## src/rtl/rca8_sum_accumulator.sv

```systemverilog
// rca8_sum_accumulator
//   Reduces a fixed-length frame of COUNT adder sums, arriving on a
//   valid/ready stream, into one wider total. Each total is presented on a
//   registered valid/ready output. A completed total may replace a draining
//   one in the same cycle, so the adder can run back-to-back without
//   bubbles; input is held off only when a frame would complete while the
//   previous total is still waiting.
//
// Ports
//   clk         rising-edge clock
//   rst_n       asynchronous active-low reset
//   clear       synchronous flush of the partial frame and any pending total
//   in_valid    in_sum is valid this cycle
//   in_ready    block accepts in_sum this cycle (combinational)
//   in_sum      unsigned sum from the adder, carry bit included
//   out_valid   out_acc holds a completed frame total
//   out_ready   downstream accepts out_acc
//   out_acc     unsigned frame total
//   out_frames  frames delivered (output handshakes), wraps 255 -> 0
//
// state | meaning
// IDLE  | no sums of the current frame accepted yet (cnt == 0, acc == 0)
// ACCUM | frame in progress (0 < cnt < COUNT)
// STALL | last sum of the frame is due but the previous total is unread
module rca8_sum_accumulator #(
  parameter int IN_W  = 9,
  parameter int COUNT = 4,
  parameter int ACC_W = 11
) (
  input  logic             clk,
  input  logic             rst_n,
  input  logic             clear,
  input  logic             in_valid,
  output logic             in_ready,
  input  logic [IN_W-1:0]  in_sum,
  output logic             out_valid,
  input  logic             out_ready,
  output logic [ACC_W-1:0] out_acc,
  output logic [7:0]       out_frames
);

  localparam int CNT_W = $clog2(COUNT);
  localparam logic [CNT_W-1:0] LAST = CNT_W'(COUNT - 1);

  if (COUNT < 2 || COUNT > 256) begin : g_bad_count
    $error("rca8_sum_accumulator: COUNT must be in 2..256");
  end
  if (ACC_W < IN_W + $clog2(COUNT)) begin : g_bad_acc_w
    $error("rca8_sum_accumulator: ACC_W too narrow, frame total could overflow");
  end

  typedef enum logic [1:0] {
    IDLE  = 2'd0,
    ACCUM = 2'd1,
    STALL = 2'd2
  } state_t;

  state_t           state, state_nxt;
  logic [CNT_W-1:0] cnt, cnt_nxt;
  logic [ACC_W-1:0] acc, acc_nxt;
  logic [ACC_W-1:0] out_acc_nxt;
  logic             out_valid_nxt;
  logic [7:0]       out_frames_nxt;

  logic             frame_last;
  logic             in_fire;
  logic             out_fire;
  logic [ACC_W-1:0] acc_sum;

  // State register and datapath registers
  always_ff @(posedge clk or negedge rst_n) begin
    if (!rst_n) begin
      state      <= IDLE;
      cnt        <= '0;
      acc        <= '0;
      out_acc    <= '0;
      out_valid  <= 1'b0;
      out_frames <= '0;
    end else begin
      state      <= state_nxt;
      cnt        <= cnt_nxt;
      acc        <= acc_nxt;
      out_acc    <= out_acc_nxt;
      out_valid  <= out_valid_nxt;
      out_frames <= out_frames_nxt;
    end
  end

  assign in_fire  = in_valid & in_ready;
  assign out_fire = out_valid & out_ready;
  assign acc_sum  = acc + ACC_W'(in_sum);

  // Next-state and next-datapath logic
  always_comb begin
    cnt_nxt        = cnt;
    acc_nxt        = acc;
    out_acc_nxt    = out_acc;
    out_valid_nxt  = out_valid;
    out_frames_nxt = out_frames;

    if (clear) begin
      // Discards the partial frame and any pending total; the delivered
      // frame count is history and survives.
      cnt_nxt       = '0;
      acc_nxt       = '0;
      out_valid_nxt = 1'b0;
    end else begin
      if (out_fire) begin
        out_valid_nxt  = 1'b0;
        out_frames_nxt = out_frames + 8'd1;
      end
      if (in_fire) begin
        if (frame_last) begin
          // Overrides the drain above: zero-bubble handoff when both fire.
          out_acc_nxt   = acc_sum;
          out_valid_nxt = 1'b1;
          acc_nxt       = '0;
          cnt_nxt       = '0;
        end else begin
          acc_nxt = acc_sum;
          cnt_nxt = cnt + CNT_W'(1);
        end
      end
    end

    if (cnt_nxt == '0) begin
      state_nxt = IDLE;
    end else if (cnt_nxt == LAST && out_valid_nxt && !out_ready) begin
      state_nxt = STALL;
    end else begin
      state_nxt = ACCUM;
    end
  end

  // Output logic: input is held off only when accepting would complete a
  // frame while the previous total is still unread.
  always_comb begin
    frame_last = (state != IDLE) && (cnt == LAST);
    in_ready   = !clear && !(frame_last && out_valid && !out_ready);
  end

endmodule

```

## config.mk

```make
export PLATFORM = sky130hd
export DESIGN_NAME = rca8_sum_accumulator
export DESIGN_NICKNAME = d
export VERILOG_FILES = /design/src/rtl/rca8_sum_accumulator.sv
export SDC_FILE = /design/constraint.sdc
export NUM_CORES = 1
export LEC_CHECK = 0
export ABC_AREA = 1
export CORE_MARGIN = 4
export CORE_UTILIZATION = 59
export CTS_CLUSTER_DIAMETER = 150
export CTS_CLUSTER_SIZE = 12
export DETAILED_ROUTE_END_ITERATION = 6
export DONT_BUFFER_PORTS = 1
export PLACE_DENSITY = 0.81
export SYNTH_ARGS = -nofsm -noshare
export SYNTH_HDL_FRONTEND = slang
export SYNTH_SLANG_ARGS = --single-unit
```

## constraint.sdc

```tcl
create_clock -name clk -period 2.43 [get_ports clk]
set_input_delay 0.3645 -clock clk [delete_from_list [all_inputs] [get_ports clk]]
set_output_delay 0.3645 -clock clk [all_outputs]
set_load 0.02 [all_outputs]
```

-- Word-level counts from Yosys, hierarchy flattened
Cells that the tools add are included.
- word-level logic and storage cells: 40
- bits of input ports: 14
- output and inout port bits: 21
- bits in registers: 35
- reductions and logical operators: 14
- bitwise gates (word level): 3
- add/subtract/negate cells: 3
- muxes and demuxes: 12
- equal/unequal tests: 2
- operator list (kind ; count):
    $mux 11 ; 3
    $add 11x9->11 ; 1
    $mux 2 ; 5
    $add 8x1->8 const B ; 1
    $logic_and 1x1->1 ; 6
    $eq 2x2->1 const B ; 2
    $mux 1 ; 4
    $reduce_bool 2->1 ; 2
    $logic_not 1->1 ; 3
    $reduce_and 3->1 ; 1
    $add 2x1->2 const B ; 1
    $and 1x1->1 ; 2
    $logic_not 2->1 ; 1
    $reduce_and 2->1 ; 1
    $not 1->1 ; 1

-- Longest topological paths before layout
Gate-level depths: netlist of the first run.
- depth after elaboration: 14
- depth in mapped cells: 11
- depth with buffers taken out: 11

-- Worst setup path after synthesis of the first run
Ideal clock, no wire load.
- path type: input to register
- start point: in in_sum[0]
- end point: reg acc[4]
- arrival: 1584 ps
- setup time: 121 ps
- required time: 2309 ps
- slack: 725 ps
- buffers on the path: 0
- stages: 7
- path through: ha_1 fa_1 nand2_1 nand2_1 o21ai_1 xnor2_1 a22o_2
- longest elaborated chain between the ends: 4
- RTL lines (what ; RTL line ; source):
    from (decl) ; 35 ; input logic [IN_W-1:0] in_sum,
    $add 11x9->11 ; 91 ; assign acc_sum = acc + ACC_W'(in_sum);
    $mux 11 ; 113 ; if (frame_last) begin
    $mux 11 ; 112 ; if (in_fire) begin
    $mux 11 ; 101 ; if (clear) begin
    to (signal assigned) ; 82 ; acc <= acc_nxt;
    to (decl) ; 60 ; logic [ACC_W-1:0] acc, acc_nxt;
Every way passes these cells. The select of a mux whose other input is x is not followed.
A chain may end at the register's enable or synchronous reset.

-- Worst setup path after layout of the first run
- start point: reg out_valid
- end point: reg out_acc[3]
- longest elaborated chain between the ends: 6
- RTL lines (what ; RTL line ; source):
    from (decl) ; 36 ; output logic out_valid,
    from (signal assigned) ; 84 ; out_valid <= out_valid_nxt;
    $logic_and 1x1->1 (2 in a row) ; 139 ; in_ready = !clear && !(frame_last && out_valid && !out_ready);
    $logic_not 1->1 ; 139 ;
    $logic_and 1x1->1 ; 139 ;
    $and 1x1->1 ; 89 ; assign in_fire = in_valid & in_ready;
    $reduce_and 3->1 (no line) ; -- ;
    to (signal assigned) ; 83 ; out_acc <= out_acc_nxt;
    to (decl) ; 38 ; output logic [ACC_W-1:0] out_acc,
Every way passes these cells.

==> run_results.csv, run 1 <==
group,metric,value,unit
outcome,outcome,"completed",
routing,num_vias,1511,
global_route,via_count_of_the_first_global_routing_pass,1598,
clock_network,postCtsSetupBuffers,0,
setup_path,worst-setup-path-type,"reg -> reg",
layout,most_frequent_cells_in_the_layout,"nand2_1 (76), dfrtp_1 (35), nand3_1 (24)",
timing,slew_violations,0,
timing,setup-tns-final,0,ns
timing,post-route-worst-setup-slack,0.394,ns
placement,dpl-instance-area,2010,sq um
global_route,groute.layer.met3.usage,8.16,%
flow_run,maxCapViolations,0,
setup_path,setup.worst_path.start_class,"register",
clock_network,clk_pin_slew_worst_paths,0.10,ns
floorplanning,die-height,66.0,um
routing,first_iter_violations,98,
layout,layout.area.seq,876,sq um
timing,period_share,83.8,%
logic_synthesis,netlist_instances,239,
placement,hpwl,2870,um
global_route,global_route.usage.met2,35.9,%
routing,via_per_inst,5.25,
setup_path,cp-end-kind,"register",
timing,worst_case_clock_skew,0.00376,ns
setup_path,critPathMostFrequentCell,"nand2_2",
timing,final_hold_violation_count,0,
global_route,wire_length_of_the_first_global_routing_pass,6800,um
clock_network,cts_num_sinks,35,
layout,insertedDiodeCount,0,
layout,area_used_by_multi_input_combinational_logic,998,sq um
routing,wire_per_inst,13.1,um
logic_synthesis,synth_seq_cells,35,
global_route,grt.total_usage,20.9,%
floorplanning,start_util,63.5,%
logic_synthesis,async_flop_share,100,%
global_route,grt_remaining_overflow,0,
placement,place.port_buffers,0,
timing,worst_pin_slew,0.738,ns
floorplanning,core_area,3130,sq um
layout,nNetsFinal,270,
timing,setup_viol_count_final,0,
logic_synthesis,post_synth.cell_area_avg,8.31,sq um
global_route,grt_use_met1,23.5,%
clock_network,tritoncts.num_buffers,5,
setup_path,crit_path_max_incr_delay,0.59,ns
timing,post-route-min-period,2.04,ns
setup_path,cp_slowest_cell,"nor2_1",
floorplanning,chipWidth,66.0,um
routing,finalWirelength,3780,um
setup_path,path_max_fanout,12,
layout,flow.area_growth_from_synthesis,5.67,%
logic_synthesis,synthesis.yosys.warnings,0,
clock_network,clock-root-buffer,"clkbuf_4",
routing,route.detailed.drc,0,
logic_synthesis,syn_area,1990,sq um
pwr,total_leakage_power,1.16,nW
logic_synthesis,number_of_enable_flip_flop_cells_after_synthesis,0,
setup_path,worst_ep_required_time,2.64,ns
layout,layout-drive-gt1-share,10.7,%
clock_network,tritoncts_clock_tree,"done",
worst_hold_path,worstHoldPathType,"in -> reg",
timing,maxClockFrequency,0.491,GHz
floorplanning,boundaryPins,35,
logic_synthesis,yosysUniqueCellTypes,34,
floorplanning,row_count,20,
floorplanning,die-area,4360,sq um
routing,detail-route-antenna-nets,0,
global_route,grt_max_degree,36,
timing,hold-worst-slack,0.197,ns
global_route,grt_most_used_layer,"met2",
logic_synthesis,synth_ff_type,"dfrtp_1",
setup_path,arrival,2.25,ns
setup_path,crit_chain,"nand2_2 -> nand2_2 -> nor2_1 -> inv_1 -> nand2_1 -> o21ai_0",
clock_network,clock_latency,0.34,ns
clock_network,clk_buf_depth,2,
placement,place_worst_setup_slack,0.402,ns
pwr,powerDensity,690,nW/um^2
timing,slew-limit-headroom,50.6,%
layout,final_core_utilization,67.1,%
layout,layout_commonest_cell,"nand2_1",
logic_synthesis,synth.net_count,265,
layout,postLayoutCellArea,2100,sq um
pwr,power.ir.vdd_worst,403,uV
logic_synthesis,yosysSeqAreaShare,44.1,%
clock_network,clock_tree.htree_level_count,2,
placement,gp_routability_congestion,0.855,
layout,final.fill_count,282,
global_route,antenna_violations_before_repair,0,
timing,rsz0062_at_grt,"false",
routing,count_of_tritonroute_iterations_in_the_first_routing_pass,4,
clock_network,cts_repair_resize_count,0,
clock_network,cts-hold-fix-buffers,2,
==> synthesized netlist by cell type (all sizes together) (3+ instances only) <==
| master | number | share of area [%] |
|---|---|---|
| dfrtp | 35 | 44 |
| xnor2 | 3 | 1.3 |
| a21oi | 4 | 1.0 |
| a22o | 4 | 1.8 |
| ha | 11 | 6.9 |
| o21ai | 9 | 2.6 |
| or2 | 3 | 0.95 |
| inv | 21 | 4.0 |
| nor2 | 20 | 4.0 |
| buf | 3 | 1.2 |
| xor2 | 8 | 3.5 |
| nand4 | 3 | 0.95 |
| nand2 | 81 | 16 |
| nand3 | 26 | 7.4 |
==> critical path, delay by kind of cell, from the launching register on <==
kind | cells | cell delay [ns]
flops | 1 | 0.51
simple gates | 4 | 0.92
compound gates | 1 | 0.08
buf+inv | 1 | 0.40
==> worst paths after layout <==
kind	slack (ns)	startpoint	endpoint	cells past startpoint
max	0.39	out_valid$_DFF_PN0_	out_acc[3]$_DFFE_PN0P_	6
min	0.20	out_ready	state[1]$_DFF_PN0_	3
max reg2reg	0.39	out_valid$_DFF_PN0_	out_acc[3]$_DFFE_PN0P_	6
min reg2reg	0.49	acc[3]$_DFFE_PN0P_	acc[3]$_DFFE_PN0P_	2
max in group asynchronous	1.78	rst_n	cnt[0]$_DFF_PN0_	2
min in group asynchronous	0.47	rst_n	acc[7]$_DFFE_PN0P_	2
==> per-layer routing <==
layer / wire [um] / vias to the layer above
met2: 1890 / 40
met5: 0 / -
met3: 288 / 6
li1: - / 776
met1: 1540 / 689
met4: 58 / 0
==> final cells by class <==
class / instances / area share (%)
Multi-Input combinational cell: 178 / 47.6
Sequential cell: 35 / 41.7
Inverter: 22 / 3.94
Tap cell: 44 / 2.62
Clock buffer: 6 / 2.44
Timing Repair Buffer: 2 / 1.43
Clock inverter: 1 / 0.239
==> sequential cells by signal, indices dropped and copies added, names as in the netlist <==
signal	count
acc	11
out_acc	11
out_frames	8
cnt	2
state	2
out_valid	1
==> power breakdown <==
part	switching (W)	total, W	internal (W)
Sequential	0.000124	0.000788	0.000663
Clock	0.000181	0.000315	0.000134
Combinational	0.000211	0.000345	0.000134
Total	0.000516	0.00145	0.000931
==> cells by family (layout without fill, tap and decap cells) <==
family                     after synthesis  in the layout  share of synthesized area, %
xor gates and xnor gates                11             11                          4.85
DFF                                     35             35                          44.1
and+or+nand+nor                        135            135                          30.7
buffers and inverters                   26             31                          5.61
muxes                                    1              1                         0.567
AOI/OAI and AO/OA                       19             19                          6.24
adders and majority gates               12             12                          7.94
==> per-stage QoR <==
stage          power (W)  cells
2_1_floorplan    0.00106    239
3_3_place_gp     0.00112    279
3_5_place_dp     0.00113    279
4_1_cts          0.00146    288
5_1_grt          0.00157    288
6_report         0.00145    288
(Power assumes the default switching activity.)
==> inputs of run 2 (changes only) <==
- clock period: 2.43 -> 2.1 ns (I/O delays scaled with it)
==> run_results.csv, run 2 (synthesis results as in run 1) <==
group,metric,value,unit
global_route,grt.total_usage,21.7,%
clock_network,tritoncts_clock_tree,"done",
floorplanning,boundaryPins,35,
pwr,power.sequential.fraction,55.5,%
global_route,grt_most_used_layer,"met2",
layout,most_frequent_cells_in_the_layout,"nand2_1 (76), dfrtp_1 (35), nand3_1 (24)",
timing,slew-limit-headroom,74.1,%
setup_path,rr_startpoint,"acc[0]$_DFFE_PN0P_",
setup_path,reg2reg_setup_slack,0.28,ns
placement,hpwl,2960,um
global_route,groute.layer.met3.usage,8.16,%
placement,gp_routability_congestion,0.831,
setup_path,worst-setup-path-type,"reg -> reg",
placement,place_worst_setup_slack,0.296,ns
pwr,power.share.combinational,24.7,%
routing,count_of_tritonroute_iterations_in_the_first_routing_pass,5,
layout,nNetsFinal,271,
setup_path,crit_path_max_incr_delay,0.43,ns
layout,reg.largest.list,"acc (11), out_acc (11), out_frames (8)",
clock_network,clk_buf_depth,2,
setup_path,worst-r2r-cell-count,7,
setup_path,critPathMostFrequentCell,"nand2_1",
pwr,total_leakage_power,1.15,nW
layout,flow.area_growth_from_synthesis,5.29,%
pwr,total_switching_power,0.000602,W
setup_path,cp_slowest_cell,"fa_1",
floorplanning,chipWidth,66.0,um
layout,layout-drive-gt1-share,10.2,%
clock_network,cts_num_sinks,35,
global_route,wire_length_of_the_first_global_routing_pass,7100,um
setup_path,setup.worst_path.start_class,"register",
placement,dpl-instance-area,2020,sq um
global_route,global_route.usage.met2,36.3,%
clock_network,tritoncts.num_buffers,5,
global_route,antenna_violations_before_repair,0,
clock_network,postCtsSetupBuffers,0,
worst_hold_path,hold_path_depth,2,
setup_path,crit-reg2reg-capture,"acc[4]$_DFFE_PN0P_",
clock_network,clock_latency,0.34,ns
global_route,via_count_of_the_first_global_routing_pass,1572,
timing,worst_pin_slew,0.389,ns
outcome,outcome,"completed",
clock_network,clk_pin_slew_worst_paths,0.10,ns
pwr,powerDensity,786,nW/um^2
timing,setup-tns-final,0,ns
setup_path,worst_ep_required_time,2.34,ns
layout,postLayoutCellArea,2090,sq um
clock_network,clock-root-buffer,"clkbuf_4",
timing,final_hold_violation_count,0,
timing,worst_case_clock_skew,0.00761,ns
floorplanning,die-area,4360,sq um
pwr,power.share.switching,36.6,%
worst_hold_path,worst_hold_path.endpoint,"acc[3]$_DFFE_PN0P_",
routing,num_vias,1556,
setup_path,cp-end-kind,"register",
timing,period_share,86.6,%
placement,place.port_buffers,0,
clock_network,clock_tree.htree_level_count,2,
flow_run,maxCapViolations,0,
floorplanning,die-height,66.0,um
pwr,portion_of_total_power_attributed_to_the_clock_network,19.9,%
worst_hold_path,hold_start,"in_valid",
floorplanning,start_util,63.5,%
routing,wire_per_inst,13.8,um
timing,rsz0062_at_grt,"false",
routing,via_per_inst,5.40,
pwr,cell_internal_pwr,0.00104,W
global_route,grt_max_degree,36,
floorplanning,row_count,20,
timing,slew_violations,0,
worst_hold_path,worstHoldPathType,"in -> reg",
timing,maxClockFrequency,0.550,GHz
routing,first_iter_violations,79,
routing,route.detailed.drc,0,
timing,setup_viol_count_final,0,
setup_path,path_max_fanout,3,
setup_path,arrival,2.06,ns
timing,post-route-min-period,1.82,ns
setup_path,crit_chain,"ha_1 -> fa_1 -> nand2_1 -> nand2_1 -> o21ai_1 -> xnor2_1 -> a22o_2",
routing,detail-route-antenna-nets,0,
layout,layout_commonest_cell,"nand2_1",
global_route,grt_use_met1,25.0,%
pwr,power.ir.vdd_worst,376,uV
global_route,grt_remaining_overflow,0,
layout,final_core_utilization,66.8,%
layout,insertedDiodeCount,0,
timing,post-route-worst-setup-slack,0.281,ns
floorplanning,core_area,3130,sq um
routing,finalWirelength,3970,um
==> run 2: per-layer routing <==
metal / vias up / part of all wire (%)
met4: 0 / 2.5
met2: 42 / 49
met1: 726 / 42
met3: 9 / 6.3
li1: 779 / -
met5: - / 0
==> run 2: worst max-delay path by stage <==
stage,startpoint,to,slack (ns),cells after the start
after floorplan,acc[0]$_DFFE_PN0P_,acc[4]$_DFFE_PN0P_,0.41,7
after global placement,acc[0]$_DFFE_PN0P_,acc[6]$_DFFE_PN0P_,0.36,9
after detailed placement,acc[0]$_DFFE_PN0P_,acc[4]$_DFFE_PN0P_,0.30,7
after CTS,acc[0]$_DFFE_PN0P_,acc[4]$_DFFE_PN0P_,0.28,7
after global routing,acc[0]$_DFFE_PN0P_,acc[4]$_DFFE_PN0P_,0.16,7
final,acc[0]$_DFFE_PN0P_,acc[4]$_DFFE_PN0P_,0.28,7
==> run 2: final cells by class <==
class	instances	area [sq um]
fillers	282	1040
multi-input cells	178	998
flip-flops and latches	35	876
repair buffers	3	37.5
inverters	22	82.6
well taps	44	55.1
clock buffers	6	41.3
==> run 2: critical path: cells and delay by family, from the launching register on <==
family                   cells  cell delay (ns)
AO/OA/AOI/OAI                2             0.40
XOR/XNOR                     1             0.13
adder cells (fa/ha/maj)      2             0.65
flip-flops                   1             0.39
AND/OR/NAND/NOR              2             0.16
==> run 2: stage by stage <==
| step | hold WS (ns) | total power (W) | cells |
|---|---|---|---|
| finish | 0.159 | 0.00164 | 288 |
| CTS | 0.155 | 0.00165 | 288 |
| floorplan | 0.0194 | 0.00123 | 239 |
| detailed placement | 0.0204 | 0.00131 | 280 |
| global placement | 0.0206 | 0.00129 | 280 |
| global route | 0.148 | 0.00176 | 288 |
==> run 2: timing repair <==
action                                 CTS  global route
resized for setup                        0             0
hold buffers                             2             0
endpoints found under the hold margin   35             0
==> run 2: power by group through the flow <==
stage	Combinational [W]	Clock, W	Sequential [W]
after floorplan	0.000322	0	0.000905
after global placement	0.000369	0	0.000923
after detailed placement	0.000383	0	0.000927
after CTS	0.000406	0.000333	0.000914
after global routing	0.000471	0.000364	0.000927
final	0.000405	0.000326	0.000912
